### config.mk
export PLATFORM = sky130hd
export DESIGN_NAME = freq_meter
export DESIGN_NICKNAME = d
export VERILOG_FILES = /design/src/rtl/freq_meter_pkg.sv /design/src/rtl/freq_meter_edge_sync.sv /design/src/rtl/freq_meter.sv
export SDC_FILE = /design/constraint.sdc
export NUM_CORES = 1
export LEC_CHECK = 0
export BUFFER_PORTS_ARGS = -buffer_cell sky130_fd_sc_hd__buf_2
export CAP_MARGIN = 20
export CORE_UTILIZATION = 40
export CTS_BUF_LIST = sky130_fd_sc_hd__clkbuf_2 sky130_fd_sc_hd__clkbuf_4 sky130_fd_sc_hd__clkbuf_8
export DETAILED_ROUTE_END_ITERATION = 10
export GPL_ROUTABILITY_DRIVEN = 0
export HOLD_SLACK_MARGIN = 0.02
export PLACE_DENSITY_LB_ADDON = 0.15
export REMOVE_ABC_BUFFERS = 1
export SLEW_MARGIN = 20
export SYNTH_ARGS = -nofsm -noshare
export SYNTH_HDL_FRONTEND = slang
export SYNTH_HIERARCHICAL = 1
export SYNTH_SLANG_ARGS = --single-unit
### constraint.sdc
create_clock -name clk -period 2.55 [get_ports clk]
set_input_delay 0.51 -clock clk [delete_from_list [all_inputs] [get_ports clk]]
set_output_delay 0.51 -clock clk [all_outputs]
set_load 0.01 [all_outputs]
### src/rtl/freq_meter_pkg.sv
// Shared types and default constants for the frequency meter.
package freq_meter_pkg;

   typedef enum logic {
      ARM     = 1'b0,
      MEASURE = 1'b1
   } state_t;

   localparam int unsigned CLK_HZ          = 24_000_000;
   localparam int unsigned DEF_CNT_W       = 32;
   localparam int unsigned DEF_AVG_LOG2    = 2;
   // 100 ms of silence at the system clock rate
   localparam int unsigned DEF_TIMEOUT_CYC = CLK_HZ / 10;
   localparam int unsigned DEF_MIN_PERIOD  = 64;

endpackage

### src/rtl/freq_meter_edge_sync.sv
// Two-flop synchronizer for an asynchronous pin, followed by a registered
// rising-edge pulse. A rise on sig_in shows up as a one-cycle pulse three
// clocks later.
module freq_meter_edge_sync (
   input  logic clk,
   input  logic reset_n,
   input  logic sig_in,
   output logic rise_pulse
);

   logic sync_1;
   logic sync_2;
   logic sync_d;

   // synchronizer chain, history flop and registered edge detect
   always_ff @(posedge clk or negedge reset_n) begin
      if (!reset_n) begin
         sync_1     <= 1'b0;
         sync_2     <= 1'b0;
         sync_d     <= 1'b0;
         rise_pulse <= 1'b0;
      end else begin
         sync_1     <= sig_in;
         sync_2     <= sync_1;
         sync_d     <= sync_2;
         rise_pulse <= sync_2 & ~sync_d;
      end
   end

endmodule

### src/rtl/freq_meter.sv
// Period meter: timestamps synchronized rising edges of sig_in, averages
// 2**AVG_LOG2 edge-to-edge periods and reports the floor of the mean with a
// one-cycle strobe. signal_lost is high until a full average has been
// reported, and again after a timeout or a clear.
//
// Build option: FREQ_METER_GLITCH_EN -- when defined, edges arriving less
// than MIN_PERIOD cycles after the last accepted edge are ignored while
// measuring. When undefined every edge is taken.
//
// state   | meaning
// ARM     | waiting for a first edge to start timing; no timeout
// MEASURE | counting cycles since the last accepted edge, accumulating
module freq_meter
   import freq_meter_pkg::*;
#(
   parameter int unsigned CNT_W       = DEF_CNT_W,
   parameter int unsigned AVG_LOG2    = DEF_AVG_LOG2,
   parameter int unsigned TIMEOUT_CYC = DEF_TIMEOUT_CYC,
   parameter int unsigned MIN_PERIOD  = DEF_MIN_PERIOD
) (
   input  logic             clk,
   input  logic             reset_n,
   input  logic             sig_in,
   input  logic             clear,
   output logic [CNT_W-1:0] period,
   output logic             period_valid,
   output logic             signal_lost
);

   localparam int unsigned ACC_W = CNT_W + AVG_LOG2;
   localparam int unsigned NS_W  = AVG_LOG2 + 1;

`ifdef FREQ_METER_GLITCH_EN
   localparam bit GLITCH_EN = 1'b1;
`else
   localparam bit GLITCH_EN = 1'b0;
`endif

   localparam logic [CNT_W-1:0] TIMEOUT_CNT = CNT_W'(TIMEOUT_CYC);
   localparam logic [CNT_W-1:0] MIN_CNT     = CNT_W'(MIN_PERIOD);
   localparam logic [NS_W-1:0]  LAST_SAMP   = NS_W'((1 << AVG_LOG2) - 1);

   state_t             state;
   logic [CNT_W-1:0]   cnt;
   logic [ACC_W-1:0]   acc;
   logic [NS_W-1:0]    nsamp;
   logic               rise_pulse;
   logic               accept;
   logic [ACC_W-1:0]   acc_sum;

   freq_meter_edge_sync u_edge_sync (
      .clk        (clk),
      .reset_n    (reset_n),
      .sig_in     (sig_in),
      .rise_pulse (rise_pulse)
   );

   // cnt holds the exact distance to the last accepted edge, so it is the sample
   assign accept  = rise_pulse && (!GLITCH_EN || (cnt >= MIN_CNT));
   assign acc_sum = acc + ACC_W'(cnt);

   // measurement FSM, accumulator and registered outputs
   always_ff @(posedge clk or negedge reset_n) begin
      if (!reset_n) begin
         state        <= ARM;
         cnt          <= '0;
         acc          <= '0;
         nsamp        <= '0;
         period       <= '0;
         period_valid <= 1'b0;
         signal_lost  <= 1'b1;
      end else begin
         period_valid <= 1'b0;
         if (clear) begin
            state       <= ARM;
            cnt         <= '0;
            acc         <= '0;
            nsamp       <= '0;
            signal_lost <= 1'b1;
         end else begin
            case (state)
               ARM: begin
                  if (rise_pulse) begin
                     state <= MEASURE;
                     cnt   <= CNT_W'(1);
                  end
               end
               MEASURE: begin
                  if (accept) begin
                     cnt <= CNT_W'(1);
                     if (nsamp == LAST_SAMP) begin
                        period       <= CNT_W'(acc_sum >> AVG_LOG2);
                        period_valid <= 1'b1;
                        signal_lost  <= 1'b0;
                        acc          <= '0;
                        nsamp        <= '0;
                     end else begin
                        acc   <= acc_sum;
                        nsamp <= nsamp + NS_W'(1);
                     end
                  end else if (cnt == TIMEOUT_CNT) begin
                     state       <= ARM;
                     cnt         <= '0;
                     acc         <= '0;
                     nsamp       <= '0;
                     signal_lost <= 1'b1;
                  end else begin
                     cnt <= cnt + CNT_W'(1);
                  end
               end
            endcase
         end
      end
   end

endmodule

# Word-level counts from Yosys, hierarchy flattened
# Cells that the tools add are included.
# totals
memories	0
ramBits	0
out_inout_bits	34
word_cells	56
romBits	0
ff_bits	108
latch_bits	0
input_bits	4
# op_classes
n_shift	0
bitwise	4
magnitude_cmp	0
n_reduce_logical	5
n_eq_ne	4
mul	0
div	0
n_mux	29
addsub	3
# ops
op	count
$mux 34	5
$mux 32	4
$pmux 32 s2	1
$add 34x32->34	1
$add 32x1->32 const B	1
$eq 32x22->1 const B	1
$mux 3	5
$mux 1	13
$reduce_and 4->1	1
$add 3x1->3 const B	1
$eq 3x2->1 const B	1
$ne 3x2->1 const B	1
$ne 3x3->1 const B	1
$not 1->1	3
$reduce_and 3->1	1
$reduce_bool 3->1	1
$pmux 1 s2	1
$reduce_and 2->1	1
$reduce_bool 2->1	1
$and 1x1->1	1

# Depth between registers and ports, before layout
# depth
depth_word	5
ltp_mapped	10
depth_no_buf	9

# By module
# The synthesis kept the hierarchy.
# by_module_without_submodules
module	cells_each	seq_area_each_um2	area_each_um2	instances
freq_meter	723	2603.7	6567.5	1
freq_meter_edge_sync	5	100.1	113.9	1

# Least setup slack after synthesis
# Ideal clock, no wire load.
# synth_timing
path_type	flip-flop to flip-flop
startpoint	register cnt[0]
endpoint	register acc[26]
path_stages_with_launch	10
period_less_slack_ps	2699
n_path_buf	0
slack_ps	-149
arrival_ps	2578
required_time_ps	2428
setup_time_ps	122
path_cell_list	dfrtp_1 -> ha_1 -> fa_1 -> a21o_1 -> a221oi_4 -> a21oi_1 -> a41oi_1 -> nand3_1 -> a21o_1 -> a32o_1
# synth_via
elab_chain_len	5
word_cells_on_any_way	8
classes_between	add/sub: 1; eq/ne: 1; mux: 4; reduce/logical: 2
# synth_lines
item	line_no	rtl
from (decl)	freq_meter.sv:44	logic [CNT_W-1:0] cnt;
from (signal assigned)	freq_meter.sv:108	cnt <= cnt + CNT_W'(1);
$add 34x32->34	freq_meter.sv:60	assign acc_sum = acc + ACC_W'(cnt);
$mux 34	freq_meter.sv:91	if (nsamp == LAST_SAMP) begin
$mux 34	freq_meter.sv:89	if (accept) begin
$mux 34	freq_meter.sv:81	case (state)
$mux 34	freq_meter.sv:74	if (clear) begin
to (signal assigned)	freq_meter.sv:98	acc <= acc_sum;
to (decl)	freq_meter.sv:45	logic [ACC_W-1:0] acc;
# Parallel ways exist; a longest one is shown, timed or not. The select of a mux whose other input is x is not followed.
# A chain may end at the register's enable or synchronous reset.

# Final worst setup path
# layout_timing
startpoint	register acc[0]
endpoint	register period[22]
# layout_via
elab_chain_len	1
# layout_lines
item	line_no	rtl
$add 34x32->34	freq_meter.sv:60	
to (signal assigned)	freq_meter.sv:92	period <= CNT_W'(acc_sum >> AVG_LOG2);
to (decl)	freq_meter.sv:25	output logic [CNT_W-1:0] period,
# Every way passes these cells.

==> run summary <==
clock skew - 16.4 ps
Synth Cell Area - 6680 um2
die height - 131 um
Layout Nets - 890
I/O Pins - 38
Post-synth EDFFs - 0
fin area - 8510 um2
Placed Area - 7730 um2
Yosys warnings - 6
HP Class - in -> async
RSZ-0062 raised after global routing - yes
setup_tns - -3610 ps
DRC viols - 0
Buffers on Ports - 37
Reg clk slew, reported paths - 110 ps
Starting Density - 41.5%
Clock Path Buffers - 2
Post-synth ARST share - 100%
status - finished, violations left
Worst-Margin Slew - 676 ps
pin count of the biggest net entering global routing - 41
max-cap violations - 0
first drt pass iteration count - 5
most frequent cells in the layout - dfrtp_1 (107), buf_4 (97), nand2_1 (91), o21ai_0 (44), nor2_1 (41)
Skew-Pair Late Insertion Delay - 400 ps
CTS buffer count - 9
CP max stage cell - dfrtp_1
commonest non-fill, non-tap cell in the layout - dfrtp_1
kind of critical path - reg -> reg
Rel. slew slack - 54.5%
die footprint - 17200 um2
CTS tree - yes
Total GRT Usage - 22.1%
via density per instance - 5.79
share of cells above drive strength 1 - 27.9%
# fillers - 1516
fin. max-slew vios - 0
failing checks - setup timing
peak fanout along the critical path - 4
first-pass GRT wire length - 30.6 mm
DR WL/cell - 17.9 um
Setup WS post-layout - -185 ps
Placeable Area - 16100 um2
Synth cell types - 70
Reg2Reg Setup Slack - -180 ps
Rows - 46
syn avg cell area - 9.18 um2
fin crit share - 107%
dpl hpwl - 13.0 mm
pwr dens - 359 nW/um2
Most used DFF post-synth - dfrtp_1
drt initial violations - 364
Routed Antenna Nets - 0
# hold bufs at CTS - 0
chip width - 131 um
vias in the first global route - 6135
Setup crit start kind - flip-flop
final setup fails - 38
CP peak stage delay - 400 ps
sequential share of the synthesized area - 40.5%
Peak VDD IR - 0.295 mV
Worst Path Required - 2840 ps
via count - 6193
area growth from synthesis to layout - 27.3%
Post-Synthesis Cells - 728
fin util - 52.8%
cell mode on critical path - a211oi_2
diode count - 0
worst path arrival time - 3020 ps
WL final - 19.2 mm
critical-path cell list - ha_2 -> fa_2 -> a21o_1 -> a221oi_4 -> a211oi_2 -> a211oi_2 -> buf_4 -> o31ai_2 -> xor2_1 -> mux2_4
Fin. Hold Viols - 0
root buffer cell - clkbuf_8
initial antenna violation count - 0
Seq cells post-synth - 108
CP endpoint kind - flip-flop
grt total ovfl - 0
leakage power - 4.19 nW
H-tree depth - 3
min Tclk post-route - 2730 ps
CTS Sinks - 108
Achievable Freq - 0.366 GHz
[cells in the mapped netlist (all sizes together) (3+ instances only)]
library cell | count | area share, %
nand4 | 22 | 2.2
nand2 | 93 | 5.2
nor3b | 3 | 0.34
nor2 | 44 | 2.5
a21oi | 39 | 2.9
nand2b | 9 | 0.84
ha | 35 | 6.6
dfrtp | 107 | 40
nor3 | 8 | 0.60
a31oi | 9 | 1.2
mux2 | 11 | 1.9
and2 | 16 | 1.5
o21bai | 6 | 0.67
a32o | 3 | 0.45
xor2 | 9 | 1.2
and4 | 4 | 0.56
o211ai | 9 | 1.0
a31o | 3 | 0.39
and3 | 8 | 0.82
xnor2 | 16 | 2.1
buf | 8 | 0.64
a22o | 27 | 3.5
o21ai | 57 | 4.3
clkbuf | 29 | 1.6
inv | 12 | 0.67
o2111ai | 3 | 0.39
a211oi | 3 | 0.41
nor4 | 7 | 0.75
a41oi | 4 | 0.64
o21a | 10 | 1.1
a21o | 22 | 2.5
o31ai | 17 | 1.9
nand3 | 30 | 2.3
nor2b | 11 | 1.1
a211o | 5 | 0.66
a221oi | 4 | 0.79
a221o | 3 | 0.45
[critical path: cells and delay by family, from the launching register on]
family / cells / cell delay, ps
adders and majority gates: 2 / 540
buffers and inverters: 1 / 190
xor gates and xnor gates: 1 / 190
muxes: 1 / 280
AOI/OAI and AO/OA: 5 / 1030
DFF: 1 / 400
[metal layers]
layer	global-route usage (%)	wire (um)	up-vias	part of all wire [%]
met2	37.8	9570	158	50
met4	6.73	397	0	2.1
li1	-	-	2944	-
met5	0	0	-	0
met3	4.51	742	34	3.9
met1	28.0	8460	3057	44
[cell families (layout without fill, tap and decap cells)]
| logic type | Yosys count | in the layout | share of synthesized area, % |
|---|---|---|---|
| AO/OA/AOI/OAI | 233 | 233 | 24.5 |
| adder cells (fa/ha/maj) | 36 | 36 | 6.85 |
| multiplexers | 13 | 13 | 2.15 |
| buffers and inverters | 49 | 173 | 2.96 |
| AND/OR/NAND/NOR | 264 | 266 | 19.8 |
| flip-flops | 108 | 108 | 40.5 |
| XOR/XNOR | 25 | 25 | 3.28 |
[state kept, by name, indices dropped and copies added (netlist names)]
register                flops
period_valid                1
state                       1
cnt                        32
nsamp                       3
u_edge_sync/rise_pulse      1
u_edge_sync/sync_d          1
period                     32
signal_lost                 1
u_edge_sync/sync_1          1
u_edge_sync/sync_2          1
acc                        34
[power by group]
part / internal (mW) / switching (mW)
clock network: 0.570 / 0.605
logic: 0.0492 / 0.101
registers: 1.72 / 0.00887
[stage by stage]
| stage | instances | hold slack, ps | worst slack, ps | total power, mW |
|---|---|---|---|---|
| 2_1_floorplan | 691 | 214 | -637 | 1.81 |
| 3_3_place_gp | 1033 | 334 | -236 | 1.90 |
| 3_5_place_dp | 1033 | 360 | -325 | 1.90 |
| 4_1_cts | 1059 | 103 | -160 | 3.09 |
| 5_1_grt | 1070 | 113 | -307 | 3.18 |
| 6_report | 1070 | 94.2 | -185 | 3.05 |
[worst paths after layout]
kind | cells past startpoint | end | from
min in group clk | 1 | u_edge_sync/sync_1$_DFF_PN0_ | sig_in
worst max register to register | 10 | period[22]$_DFFE_PN0P_ | acc[0]$_DFFE_PN0P_
worst min-delay path | 1 | acc[0]$_DFFE_PN0P_ | reset_n
worst max-delay path | 10 | period[22]$_DFFE_PN0P_ | acc[0]$_DFFE_PN0P_
worst min register to register | 0 | u_edge_sync/sync_2$_DFF_PN0_ | u_edge_sync/sync_1$_DFF_PN0_
max in group asynchronous | 2 | acc[21]$_DFFE_PN0P_ | reset_n
[what timing repair did]
action,in CTS,in global routing
pin swaps,25,24
gates cloned,0,2
resized for setup,33,43
setup endpoints to repair,35,83
setup buffers,11,9
[area by class of cell]
class	count	area [um2]	share of cell area, %
clock inverters	4	75.1	0.883
well taps	216	270	3.18
flip-flops and latches	108	2700	31.8
multi-input cells	573	4170	49.0
clock buffers	11	139	1.63
repair buffers	146	1110	13.0
inverters	12	45.0	0.530
(Power assumes the default switching activity.)
